[src/rtl/hazard_ctrl_unit_if.sv]
// Hazard control bundle between the ID stage and the hazard control unit.
// The pipeline side (master) supplies operand/destination information and
// consumes the stall, bubble, freeze and flush controls; the hazard unit
// (slave) does the reverse.
interface hazard_ctrl_unit_if #(
   parameter int unsigned ADDR_W = 5,
   parameter int unsigned PERF_W = 32
);
   logic [ADDR_W-1:0] RS1addr_i;
   logic [ADDR_W-1:0] RS2addr_i;
   logic              RS1use_i;
   logic              RS2use_i;
   logic              MemRead_i;
   logic [ADDR_W-1:0] RDaddr_i;
   logic              mem_stall_i;
   logic              flush_i;
   logic              stall_o;
   logic              PCWrite_o;
   logic              NoOp_o;
   logic              Freeze_o;
   logic              Flush_o;
   logic [PERF_W-1:0] lu_cnt_o;

   modport master (
      output RS1addr_i, RS2addr_i, RS1use_i, RS2use_i,
      output MemRead_i, RDaddr_i, mem_stall_i, flush_i,
      input  stall_o, PCWrite_o, NoOp_o, Freeze_o, Flush_o, lu_cnt_o
   );

   modport slave (
      input  RS1addr_i, RS2addr_i, RS1use_i, RS2use_i,
      input  MemRead_i, RDaddr_i, mem_stall_i, flush_i,
      output stall_o, PCWrite_o, NoOp_o, Freeze_o, Flush_o, lu_cnt_o
   );
endinterface

[src/rtl/hazard_ctrl_unit.sv]
// ID-stage load-use hazard controller. Inserts LOAD_LAT bubbles per
// load-use hazard, yields to data-cache freezes, suppresses branch flushes
// while the branch operands are stale, and counts load-use bubbles.
module hazard_ctrl_unit #(
   parameter int unsigned ADDR_W    = 5,
   parameter int unsigned LOAD_LAT  = 1,
   parameter int unsigned X0_EXEMPT = 1,
   parameter int unsigned PERF_W    = 32
) (
   input  logic             clk_i,
   input  logic             rst_i,
   hazard_ctrl_unit_if.slave hz
);

   typedef enum logic {IDLE, LU_WAIT} state_t;

   // Out-of-range latencies are clamped so the 4-bit bubble counter stays valid.
   localparam int unsigned LAT_C  = (LOAD_LAT < 1) ? 1 : ((LOAD_LAT > 15) ? 15 : LOAD_LAT);
   localparam logic [3:0]  LAT_M1 = 4'(LAT_C - 1);
   localparam logic        MULTI  = (LAT_C > 1);
   localparam logic        X0_EX  = (X0_EXEMPT != 0);

   state_t            state;
   logic [3:0]        cnt;
   logic [PERF_W-1:0] lu_cnt;

   logic rs1_match;
   logic rs2_match;
   logic rd_is_x0;
   logic hit;
   logic lu;

   // Saturating increment: the counter sticks at all-ones instead of wrapping.
   function automatic logic [PERF_W-1:0] sat_inc(input logic [PERF_W-1:0] v);
      if (&v)
         return v;
      return v + PERF_W'(1);
   endfunction

   // Hazard detection and load-use condition, purely combinational.
   always_comb begin
      rs1_match = hz.RS1use_i && (hz.RDaddr_i == hz.RS1addr_i);
      rs2_match = hz.RS2use_i && (hz.RDaddr_i == hz.RS2addr_i);
      rd_is_x0  = X0_EX && (hz.RDaddr_i == ADDR_W'(0));
      hit       = hz.MemRead_i && (rs1_match || rs2_match) && !rd_is_x0;
      lu        = ((state == IDLE) && hit) || (state == LU_WAIT);
   end

   // Bubble FSM and stall counter; everything holds while the cache freezes.
   always_ff @(posedge clk_i) begin
      if (rst_i) begin
         state  <= IDLE;
         cnt    <= 4'd0;
         lu_cnt <= '0;
      end else if (!hz.mem_stall_i) begin
         if (lu)
            lu_cnt <= sat_inc(lu_cnt);
         case (state)
            IDLE: begin
               // A single-bubble hazard clears itself: the bubble reaches
               // ID/EX next cycle and the hit disappears.
               if (hit && MULTI) begin
                  state <= LU_WAIT;
                  cnt   <= LAT_M1;
               end
            end
            LU_WAIT: begin
               if (cnt == 4'd1) begin
                  state <= IDLE;
                  cnt   <= 4'd0;
               end else begin
                  cnt <= cnt - 4'd1;
               end
            end
            default: begin
               state <= IDLE;
               cnt   <= 4'd0;
            end
         endcase
      end
   end

   // Pipeline control outputs: freeze beats load-use, load-use beats flush.
   always_comb begin
      hz.stall_o   = 1'b0;
      hz.PCWrite_o = 1'b1;
      hz.NoOp_o    = 1'b0;
      hz.Freeze_o  = 1'b0;
      hz.Flush_o   = 1'b0;
      if (hz.mem_stall_i) begin
         hz.Freeze_o  = 1'b1;
         hz.stall_o   = 1'b1;
         hz.PCWrite_o = 1'b0;
      end else if (lu) begin
         // Branch operands are stale during the stall; the branch
         // re-resolves once the load data is available.
         hz.stall_o   = 1'b1;
         hz.PCWrite_o = 1'b0;
         hz.NoOp_o    = 1'b1;
      end else begin
         hz.Flush_o = hz.flush_i;
      end
   end

   assign hz.lu_cnt_o = lu_cnt;

endmodule

[src/flat_wrapper.sv]
// flat-port wrapper written by rule: the top's interface ports become plain ports
module hazard_ctrl_unit_flat 
#(
   parameter int unsigned ADDR_W    = 5,
   parameter int unsigned LOAD_LAT  = 1,
   parameter int unsigned X0_EXEMPT = 1,
   parameter int unsigned PERF_W    = 32
)
  (clk_i, rst_i, hz_RS1addr_i, hz_RS2addr_i, hz_RS1use_i, hz_RS2use_i, hz_MemRead_i, hz_RDaddr_i, hz_mem_stall_i, hz_flush_i, hz_stall_o, hz_PCWrite_o, hz_NoOp_o, hz_Freeze_o, hz_Flush_o, hz_lu_cnt_o);
  hazard_ctrl_unit_if #(.ADDR_W(ADDR_W), .PERF_W(PERF_W)) hz_i ();
  input  logic clk_i;
  input  logic rst_i;
  input wire logic [$bits(hz_i.RS1addr_i)-1:0] hz_RS1addr_i;
  input wire logic [$bits(hz_i.RS2addr_i)-1:0] hz_RS2addr_i;
  input wire logic [$bits(hz_i.RS1use_i)-1:0] hz_RS1use_i;
  input wire logic [$bits(hz_i.RS2use_i)-1:0] hz_RS2use_i;
  input wire logic [$bits(hz_i.MemRead_i)-1:0] hz_MemRead_i;
  input wire logic [$bits(hz_i.RDaddr_i)-1:0] hz_RDaddr_i;
  input wire logic [$bits(hz_i.mem_stall_i)-1:0] hz_mem_stall_i;
  input wire logic [$bits(hz_i.flush_i)-1:0] hz_flush_i;
  output wire logic [$bits(hz_i.stall_o)-1:0] hz_stall_o;
  output wire logic [$bits(hz_i.PCWrite_o)-1:0] hz_PCWrite_o;
  output wire logic [$bits(hz_i.NoOp_o)-1:0] hz_NoOp_o;
  output wire logic [$bits(hz_i.Freeze_o)-1:0] hz_Freeze_o;
  output wire logic [$bits(hz_i.Flush_o)-1:0] hz_Flush_o;
  output wire logic [$bits(hz_i.lu_cnt_o)-1:0] hz_lu_cnt_o;
  assign hz_i.RS1addr_i = hz_RS1addr_i;
  assign hz_i.RS2addr_i = hz_RS2addr_i;
  assign hz_i.RS1use_i = hz_RS1use_i;
  assign hz_i.RS2use_i = hz_RS2use_i;
  assign hz_i.MemRead_i = hz_MemRead_i;
  assign hz_i.RDaddr_i = hz_RDaddr_i;
  assign hz_i.mem_stall_i = hz_mem_stall_i;
  assign hz_i.flush_i = hz_flush_i;
  assign hz_stall_o = hz_i.stall_o;
  assign hz_PCWrite_o = hz_i.PCWrite_o;
  assign hz_NoOp_o = hz_i.NoOp_o;
  assign hz_Freeze_o = hz_i.Freeze_o;
  assign hz_Flush_o = hz_i.Flush_o;
  assign hz_lu_cnt_o = hz_i.lu_cnt_o;
  hazard_ctrl_unit #(.ADDR_W(ADDR_W), .LOAD_LAT(LOAD_LAT), .X0_EXEMPT(X0_EXEMPT), .PERF_W(PERF_W)) u_core (.clk_i(clk_i), .rst_i(rst_i), .hz(hz_i));
endmodule
[config.mk]
export PLATFORM = sky130hd
export DESIGN_NAME = hazard_ctrl_unit_flat
export DESIGN_NICKNAME = d
export VERILOG_FILES = /design/src/rtl/hazard_ctrl_unit_if.sv /design/src/rtl/hazard_ctrl_unit.sv /design/src/flat_wrapper.sv
export SDC_FILE = /design/constraint.sdc
export NUM_CORES = 1
export LEC_CHECK = 0
export BUFFER_PORTS_ARGS = -buffer_cell sky130_fd_sc_hd__buf_2
export CORE_UTILIZATION = 35
export DETAILED_ROUTE_END_ITERATION = 8
export HOLD_SLACK_MARGIN = 0.03
export MAX_ROUTING_LAYER = met4
export PLACE_DENSITY = 0.64
export SLEW_MARGIN = 20
export SYNTH_ARGS = -nofsm -noshare
export SYNTH_HDL_FRONTEND = slang
export SYNTH_SLANG_ARGS = --single-unit
export TNS_END_PERCENT = 50
[constraint.sdc]
create_clock -name clk_i -period 2.54 [get_ports clk_i]
set_input_delay 0.508 -clock clk_i [delete_from_list [all_inputs] [get_ports clk_i]]
set_output_delay 0.508 -clock clk_i [all_outputs]
set_load 0.02 [all_outputs]
== Word level (Yosys, flattened, before mapping) ==
Index checks and enable logic that the tools add are counted.
Storage, ports and cells
  register bits after elaboration: 37
  latch bits: 0
  bits in writable memories: 0
  memory bits (read-only): 0
  bits of input ports: 22
  memories: 0
Cells by class
  add/sub/neg operators: 2
  $mul: 0
  divide/modulo/power cells: 0
  magnitude comparators: 0
  eq/ne operators: 4
  shift operators: 0
  multiplexer cells: 16
  bitwise logic cells: 2
  reductions and logical operators: 12
Operators by type and width (number)
  32-bit by 1-bit adder with 32-bit output (second input constant): 1
  32-bit 2-to-1 mux: 1
  32-bit AND reduction: 1
  1-bit 2-to-1 mux: 14
  5-bit equality test: 2
  1-bit logical AND: 5
  5-bit logical NOT: 1
  4-bit by 1-bit equality test with 1-bit output (second input constant): 1
  4-bit 2-to-1 mux: 1
  4-bit by 1-bit subtractor with 4-bit output (second input constant): 1
  3-bit AND reduction: 1
  1-bit logical OR: 2
  2-bit inequality test (second input constant): 1
  1-bit NOT: 2
  2-bit AND reduction: 1
  1-bit logical NOT: 1

== Depth between registers and ports, before layout ==
Gate-level depths: netlist (run 1).
  depth in word-level cells: 12
  mapped depth: 9

== Worst setup path after synthesis (run 1) ==
OpenSTA, ideal clock, no wires.
  kind: input -> output
  start: input hz_RDaddr_i[1]
  end: output hz_Flush_o
  data arrival time: 2099 ps
  slack: -67 ps
  stages on the path: 5
  buffers on the path: 0
  cell sequence: or4_1 -> o21ai_1 -> nor2b_1 -> nor3_1 -> and2_1
Between the ends
  word-level cells in the longest chain between the ends: 9
  elaborated cells on any way between the ends: 13
  those cells by class: 2 x eq/ne; 2 x mux; 9 x reduce/logical
Ends and longest elaborated chain
  start: declaration: line flat_wrapper.sv:18  | input wire logic [$bits(hz_i.RDaddr_i)-1:0] hz_RDaddr_i;
  5-bit equality test (on tied branches): line hazard_ctrl_unit.sv:42, hazard_ctrl_unit.sv:43
  1-bit logical AND (on tied branches): line hazard_ctrl_unit.sv:42, hazard_ctrl_unit.sv:43
  1-bit logical OR: line hazard_ctrl_unit.sv:45  | hit = hz.MemRead_i && (rs1_match || rs2_match) && !rd_is_x0;
  1-bit logical AND: line hazard_ctrl_unit.sv:45
  1-bit logical AND (*): line hazard_ctrl_unit.sv:45
  1-bit logical AND (*): line hazard_ctrl_unit.sv:46  | lu = ((state == IDLE) && hit) || (state == LU_WAIT);
  1-bit logical OR (*): line hazard_ctrl_unit.sv:46
  1-bit 2-to-1 mux (*): line hazard_ctrl_unit.sv:94  | end else if (lu) begin
  1-bit 2-to-1 mux (*): line hazard_ctrl_unit.sv:90  | if (hz.mem_stall_i) begin
  end: declaration: line flat_wrapper.sv:25  | output wire logic [$bits(hz_i.Flush_o)-1:0] hz_Flush_o;
Every way passes the cells marked *; elsewhere a longest branch is shown, timed or not.

== Worst setup path after layout (run 1) ==
  start: input hz_RDaddr_i[1]
  end: output hz_NoOp_o
Between the ends
  word-level cells in the longest chain between the ends: 9
  elaborated cells on any way between the ends: 13
  those cells by class: 2 x eq/ne; 2 x mux; 9 x reduce/logical
Ends and longest elaborated chain
  5-bit equality test (on tied branches): line hazard_ctrl_unit.sv:42, hazard_ctrl_unit.sv:43
  1-bit logical AND (on tied branches): line hazard_ctrl_unit.sv:42, hazard_ctrl_unit.sv:43
  1-bit logical OR: line hazard_ctrl_unit.sv:45
  1-bit logical AND: line hazard_ctrl_unit.sv:45
  1-bit logical AND (*): line hazard_ctrl_unit.sv:45
  1-bit logical AND (*): line hazard_ctrl_unit.sv:46
  1-bit logical OR (*): line hazard_ctrl_unit.sv:46
  1-bit 2-to-1 mux (*): line hazard_ctrl_unit.sv:94
  1-bit 2-to-1 mux (*): line hazard_ctrl_unit.sv:90
  end: declaration: line flat_wrapper.sv:23  | output wire logic [$bits(hz_i.NoOp_o)-1:0] hz_NoOp_o;
Marked as above.

==> out/results.txt, run 1 <==
The met2 demand-to-capacity share in global routing was 0.285. For this design the static power due to leakage is 0.983 nW. Cell seen most often among critical-path stages: sky130_fd_sc_hd__buf_2. The source-to-sink clock delay at the later pin of the worst-skew pair came out at 0.30 ns.

The tools report the worst slew margin relative to its limit as 0.705. The run gives 0.241 mV as the peak supply drop. The total congestion overflow after global routing is 0, and the horizontal die dimension is 80.8 um. Setup repair after global routing left no endpoint under its margin.

Summed over all nets, the half-perimeter wirelength after detailed placement is 3800 um. The detail route stage leaves a number of antenna-violating nets equal to 0. The run gives 343 as the post-layout net count. In this run, CTS created clock tree buffers numbering 5. The average wire per cell in the routed design is 13.3 um, and the met3 routing resource usage after global routing is 0.0348.

TritonCTS built the clock tree. The critical path goes through buf_2, or4_1, o21ai_1, nor2_1, a21oi_4, inv_2, buf_2. The layer carrying the most global-route usage is met2. STA classifies the critical path endpoint as an output port.

The async set-reset flop share out of synthesis was 0. Yosys instantiated no cell more often than sky130_fd_sc_hd__dfxtp_1. The tools report the synthesized net count as 286.

The core region is 5960 um^2. The most critical setup path has its startpoint at hz_RDaddr_i[1]. The startpoint of the worst-slack reg-to-reg timing path is u_core.hz.lu_cnt_o[1]. The startpoint identified for the worst hold timing path is u_core.state. The congestion estimate from routability-driven global placement came to 0.725. After clock tree synthesis, the clock-pin slew on the worst setup and hold paths is 0.08 ns.

The logs give 0.341 for the post-synthesis sequential area ratio and 0 for the count of inserted antenna diode cells. After the first detailed-routing iteration, the DRC count stood at 69. Max-cap violations in this run came to 0. The number of buffers added on ports works out to 58. Counting instances in the post-synthesis netlist gives the leading cell types as sky130_fd_sc_hd__dfxtp_1, sky130_fd_sc_hd__a21oi_1, sky130_fd_sc_hd__or4_1.

The count of pins over their slew limit is 0, and the multi-input logic area is 1320 um^2. The logs give 45 for the distinct cell type count after synthesis and 0.365 for the initial core utilization. Among cell families on the critical path, the largest total delay comes from simple AND/OR/NAND/NOR gates. The clock passes through at most 2 buffers. The total global routing track utilization was 0.177. In the synthesized netlist the dominant register cell turns out to be sky130_fd_sc_hd__dfxtp_1. In this run the worst path has a maximum fanout of 4. Classification of the worst-slack hold path: flop to flop. Post-CTS repair changed the size of 0 cells. The fraction of layout instances using a drive strength above 1 works out to 0.266. The overall die height came out at 80.8 um. The final core area utilization was 0.442. The first detailed-routing pass took 4 iterations. The number of DRC violations after detailed routing was 0; the buffer count from post-CTS setup fixing was 0. The area taken by flip-flops and latches came out at 741 um^2. The final number of hold-violating endpoints was 0; the number of synthesized flops with an enable pin was 0. For the level count of the clock H-tree, the log shows 2.

The slowest stage of the critical path is the sky130_fd_sc_hd__or4_1 cell. The largest single stage delay on the critical path is 0.53 ns. The total of endpoints with negative setup slack in the final report is 0. Setup total negative slack on the finished layout was measured at 0 ns. On the final layout, the worst clock skew is 0.00793 ns. For this design, the CTS-stage hold fixing added 0 buffers. The layout overhead on the synthesized area works out to 21.2%. The critical path contains buffers and inverters numbering 3 combined. Initial antenna violation count: 0. The logs give 59 for the number of top-level pins and 6530 um^2 for the die footprint. After synthesis the netlist holds a flip-flop and latch count of 37.

By startpoint and endpoint, the worst setup path is classified as primary input to output port. Counting every instance in the synthesized netlist gives 261. The power density relative to cell area is 405 nW/um^2, and the number of filler cells placed in the layout is 616. Static timing analysis puts the maximum clock frequency at 415 MHz. For the yosys synthesis warning count, the log shows 0.

The count of clock tree sinks is 37. The flow ran to the end, and the final reports show no timing, DRC or antenna violations. Clock tree synthesis selected as its root buffer the cell sky130_fd_sc_hd__clkbuf_8. The largest total area in the synthesized netlist belongs to sky130_fd_sc_hd__dfxtp_1. After synthesis the cells add up to 2170 um^2.

The run gives 0.220 as the met1 track demand over resource. After detailed routing, the total wire length is 5220 um. The logs give 2193 for the total via count after detailed routing and 1.90 ns for the critical path data arrival time. The number of placement rows was 28. The wire length of the first global-routing pass is 8950 um. STA puts the critical path data required time at 2.03 ns. The part of the cycle the worst path needs was 0.948.

Entering global routing, the biggest net connects 42 pins. In the routed layout, each cell is associated on average with a via count of 5.57. After synthesis, the mean cell area works out to 8.33 um^2. For the number of global-route vias before repair, the log shows 1995. By area the synthesized netlist is led by sky130_fd_sc_hd__dfxtp_1, sky130_fd_sc_hd__or4_1, sky130_fd_sc_hd__o31ai_1. The top cell type's share of synthesized area is 0.341, and the final critical delay including setup and external delays is 2.41 ns. For the pin with the worst max-slew slack, the measured transition is 0.442 ns.

The worst setup path is launched from a primary input.
-- worst reg2reg max path: cells and delay by family (launching register included) --
family	cells	cell delay (ns)
and+or+nand+nor	5	1.16
DFF	1	0.40
muxes	1	0.31
adders and majority gates	1	0.18
-- final timing paths --
check / cells after the start / end / slack (ns)
min reg2reg: 2 / u_core.state / 0.49
min: 2 / u_core.state / 0.49
max: 7 / hz_NoOp_o / 0.13
max reg2reg: 7 / u_core.hz.lu_cnt_o[7] / 0.39
-- where the power goes --
part,internal (mW),switching [mW],leakage (nW)
Clock,0.190,0.228,0.0439
Sequential,0.580,0.000217,0.298
Combinational,0.0311,0.0383,0.641
Total,0.800,0.267,0.983
-- metal layers --
metal / share of wire / vias to the layer above
met1: 0.48 / 999
met5: 0 / -
met2: 0.46 / 62
li1: - / 1122
met4: 0.016 / 0
met3: 0.047 / 10
-- layout by cell type, fill, tap and decap left out, drive strengths merged, types with 2 or more instances in the layout --
cell and instances:
mux2 3, clkinv 2, inv 7, o31ai 25, and2 3, nor4 2
xnor2 10, nor3 6, nand3 14, dfxtp 37, and4 3, nand2 16
clkbuf 5, a21oi 34, nor2 11, and3 7, nor2b 5, o21ai 4
nand4 12, buf 67, or3 3, ha 3, or4 26
-- registers in the layout, summed over array words and instances, names as in the netlist --
name,flops
u_core.hz.lu_cnt_o,32
u_core.cnt,4
u_core.state,1
-- cell type report --
cell class              instances  share of cell area
clock buffers                   5              0.0261
clock inverters                 3             0.00665
inverters                       7             0.00998
multi-input cells             200               0.500
flip-flops and latches         37               0.281
well taps                      75              0.0356
repair buffers                 67               0.141
-- cell families (layout without fill, tap and decap cells) --
family | count (synthesis) | after routing | share of synthesized area
and+or+nand+nor | 115 | 115 | 0.329
AOI/OAI and AO/OA | 69 | 69 | 0.197
DFF | 37 | 37 | 0.341
buffers and inverters | 24 | 82 | 0.0593
xor gates and xnor gates | 10 | 10 | 0.0403
adders and majority gates | 3 | 3 | 0.0173
muxes | 3 | 3 | 0.0155
-- metrics by stage --
| step | area [um^2] | hold WS (ns) | std cells | power (mW) | worst slack [ns] |
|---|---|---|---|---|---|
| after CTS | 2630 | 0.494 | 394 | 1.08 | 0.125 |
| after global routing | 2630 | 0.533 | 394 | 1.11 | 0.0188 |
| after floorplan | 2180 | 0.457 | 261 | 0.633 | 0.165 |
| final | 2630 | 0.495 | 394 | 1.07 | 0.131 |
| after detailed placement | 2550 | 0.483 | 386 | 0.664 | 0.125 |
| after global placement | 2550 | 0.474 | 386 | 0.663 | 0.129 |
Note: power is estimated with default switching activity, not from simulation.
==> inputs of run 2 (changes only) <==
--- a/config.mk
+++ b/config.mk
@@ -11,6 +11,7 @@
 export HOLD_SLACK_MARGIN = 0.03
 export MAX_ROUTING_LAYER = met4
 export PLACE_DENSITY = 0.64
+export SETUP_SLACK_MARGIN = 0.4
 export SLEW_MARGIN = 20
 export SYNTH_ARGS = -nofsm -noshare
 export SYNTH_HDL_FRONTEND = slang
==> out/results.txt, run 2 (synthesized netlist as in run 1, its figures left out) <==
The number of placement rows came out at 28 (unchanged). TritonCTS built the clock tree. The startpoint of the worst-slack reg-to-reg timing path is u_core.hz.lu_cnt_o[3] (was u_core.hz.lu_cnt_o[1]). Overall die height: 80.8 um (unchanged). Cell-by-cell listing of the critical path: buf_8, or4_4, o21ai_4, nor2b_2, nor3_4, and2_4, buf_6 (was buf_2, or4_1, o21ai_1, nor2_1, a21oi_4, inv_2, buf_2).

The worst slack after detailed placement was 0.0675 ns (was 0.125 ns). The flip-flop count of the largest register, all copies and words added was 32 (unchanged). Setup repair after global routing could not meet its margin everywhere. The run gives 2560 um^2 (was 2550 um^2) as the placed standard-cell area.

The maximum fanout along the worst path is 3 (was 4). Type of element capturing the critical path: an output port (unchanged). The overall routed net length was 6440 um (was 5220 um); the average wire per cell in the routed design was 15.8 um (was 13.3 um). The startpoint of the tightest hold check path is u_core.hz.lu_cnt_o[11] (was u_core.state).

Core outline area: 5960 um^2 (unchanged). Total via count after detailed routing: 2406 (was 2193). For the multi-input logic area, the log shows 1530 um^2 (was 1320 um^2). For the total global routing track utilization, the log shows 0.178 (was 0.177). The accumulated negative setup slack is 0 ns (unchanged).

The count of clock tree sinks is 37 (unchanged). The classification of the worst-slack hold path is flop to flop (unchanged). Most frequent standard cell in the layout excluding fill and tap cells: sky130_fd_sc_hd__buf_2 (unchanged). Worst slew margin relative to its limit: 0.535 (was 0.705). For the peak supply drop, the log shows 0.262 mV (was 0.241 mV). The logs give 0.44 ns (was 0.39 ns) for the setup slack of the most critical reg-to-reg path and 0.00791 ns (was 0.00793 ns) for the worst setup skew after layout. The tools report the critical path startpoint category as a primary input (unchanged).

The logs give 0 (unchanged) for the total of endpoints with negative setup slack in the final report and 0 (unchanged) for the total congestion overflow after global routing. The run gives 3830 um (was 3800 um) as the post-DP HPWL. Maximum cell stage delay along the critical path: 0.55 ns (was 0.53 ns). The final critical delay including setup and external delays was 2.32 ns (was 2.41 ns); the leakage power total was 1.13 nW (was 0.983 nW). The number of global-route vias before repair came out at 1957 (was 1995).

The final number of hold-violating endpoints was 0 (unchanged); the number of detailed-route iterations in the first pass was 4 (unchanged). The violation count after the first detailed-route iteration was 148 (was 69); the maximum number of buffers from clock root to sink was 2 (unchanged). The number of instances on the worst hold path was 2 (unchanged); the number of filler cells placed in the layout was 564 (was 616). The gate family responsible for the most delay along the worst path was simple AND/OR/NAND/NOR gates (unchanged). The layout overhead on the synthesized area works out to 39.4% (was 21.2%).

The placer's final routability congestion estimate was 0.766 (was 0.725); the data required time at the worst endpoint was 2.03 ns (about the same). The critical path's slowest cell was sky130_fd_sc_hd__or4_4 (was sky130_fd_sc_hd__or4_1). Part of the cycle the worst path needs: 0.914 (was 0.948). Category of the most critical setup path: primary input to output port (unchanged). Count of inserted antenna diode cells: 0 (unchanged). The level count of the clock H-tree was 2 (unchanged); the count of pins over their slew limit was 0 (unchanged).

The least setup slack across all paths after layout is 0.218 ns (was 0.131 ns), and the number of buffers created by CTS is 5 (unchanged). The die footprint was 6530 um^2 (unchanged); the area taken by flip-flops and latches was 743 um^2 (was 741 um^2). The tools report the source-to-sink clock delay at the later pin of the worst-skew pair as 0.30 ns (about the same). The reg-to-reg critical path endpoint was u_core.hz.lu_cnt_o[7] (unchanged). The via density per instance works out to 5.90 (was 5.57).

The run gives 431 MHz (was 415 MHz) as the highest achievable clock rate. The endpoint of the worst hold-timing path was u_core.hz.lu_cnt_o[11] (was u_core.state). The wire length of the first global-routing pass was 8960 um (was 8950 um). The number of DRC violations after detailed routing was 0 (unchanged); the largest net degree at the start of global routing was 42 (unchanged). Number of buffers added on ports: 58 (unchanged). The transition time of the tightest slew-check pin was 0.698 ns (was 0.442 ns); the number of top-level pins was 59 (unchanged). For the critical path data arrival time, the log shows 1.81 ns (was 1.90 ns). The remaining antenna violation count after routing is 0 (unchanged), and the power density relative to cell area is 359 nW/um^2 (was 405 nW/um^2). The initial core utilization came out at 0.365 (unchanged). The count of maximum capacitance violations is 0 (unchanged), and the sum of buffers and inverters on the critical path is 2 (was 3). The post-layout net count came out at 357 (was 343). Leading cell types in the layout, fill and taps excluded: sky130_fd_sc_hd__buf_2, sky130_fd_sc_hd__dfxtp_1, sky130_fd_sc_hd__a21oi_1 (unchanged).

The horizontal die dimension is 80.8 um (unchanged). Clock-pin transition on the worst setup and hold timing paths: 0.08 ns (about the same). The worst reg2reg path depth is 6 (was 7), and the initial antenna violation count is 0 (unchanged). Cell at the root of the clock tree: sky130_fd_sc_hd__clkbuf_8 (unchanged). The run gives 3030 um^2 (was 2630 um^2) as the final instance area.

The fraction of layout instances using a drive strength above 1 works out to 0.408 (was 0.266). The run finished with clean final reports.
## run 2: cell types whose count changed in the layout (fill, tap and decap cells not counted), moves of 7 or more
cell / previous run / this run
sky130_fd_sc_hd__a21oi_1: 33 / 24
sky130_fd_sc_hd__a21oi_2: 0 / 9
sky130_fd_sc_hd__o31ai_1: 25 / 17
sky130_fd_sc_hd__o31ai_2: 0 / 7
sky130_fd_sc_hd__or4_1: 26 / 16
sky130_fd_sc_hd__or4_4: 0 / 10
## run 2: worst min-delay path, cell delays in order, from the launching register on
cell,delay [ns]
sky130_fd_sc_hd__dfxtp_1,0.33
sky130_fd_sc_hd__o31ai_1,0.07
sky130_fd_sc_hd__a21oi_1,0.06
## run 2: routing by layer
| metal | global-route usage | share of wire | vias up |
|---|---|---|---|
| li1 | - | - | 1153 |
| met1 | 0.213 | 0.45 | 1162 |
| met2 | 0.300 | 0.47 | 80 |
| met3 | 0.0382 | 0.059 | 11 |
| met4 | 0.0518 | 0.017 | 0 |
| met5 | - | 0 | - |
## run 2: worst max-delay path by stage
| stage | startpoint | end | slack, ns | cells past startpoint |
|---|---|---|---|---|
| floorplan | hz_RDaddr_i[1] | hz_NoOp_o | 0.25 | 7 |
| global placement | hz_RDaddr_i[1] | u_core.hz.lu_cnt_o[29] | 0.12 | 8 |
| detailed placement | hz_RDaddr_i[1] | u_core.hz.lu_cnt_o[29] | 0.07 | 8 |
| CTS | hz_RDaddr_i[4] | hz_NoOp_o | 0.19 | 7 |
| global route | hz_RDaddr_i[4] | hz_Flush_o | 0.18 | 7 |
| finish | hz_RDaddr_i[4] | hz_Flush_o | 0.22 | 7 |
## run 2: stage by stage
step                      utilization  power (mW)  hold slack (ns)  cells
after floorplan                     -       0.634            0.457    261
after global placement          0.430       0.664            0.477    386
after detailed placement        0.430       0.665            0.488    386
after CTS                       0.457        1.08            0.498    396
after global routing            0.509        1.13            0.523    408
final                           0.509        1.09            0.500    408
## run 2: report_power, final
part | switching [mW] | leakage (nW) | internal (mW)
combinational | 0.0473 | 0.782 | 0.0460
sequential | 0.000222 | 0.299 | 0.580
clock | 0.222 | 0.0450 | 0.190
## run 2: repair_timing
item                       CTS  global route
gates resized for setup     18            39
setup endpoints to repair    8            35
hold buffers                 0             0
cloned                       0             7
pin swaps                    6            21
buffers inserted             2             5
## run 2: cell type report
cell class	count	area share
timing repair buffer	77	0.180
sequential	37	0.245
inverter	7	0.0103
tap	75	0.0310
clock buffer	6	0.0240
clock inverter	2	0.00330
multi-input combinational	204	0.506
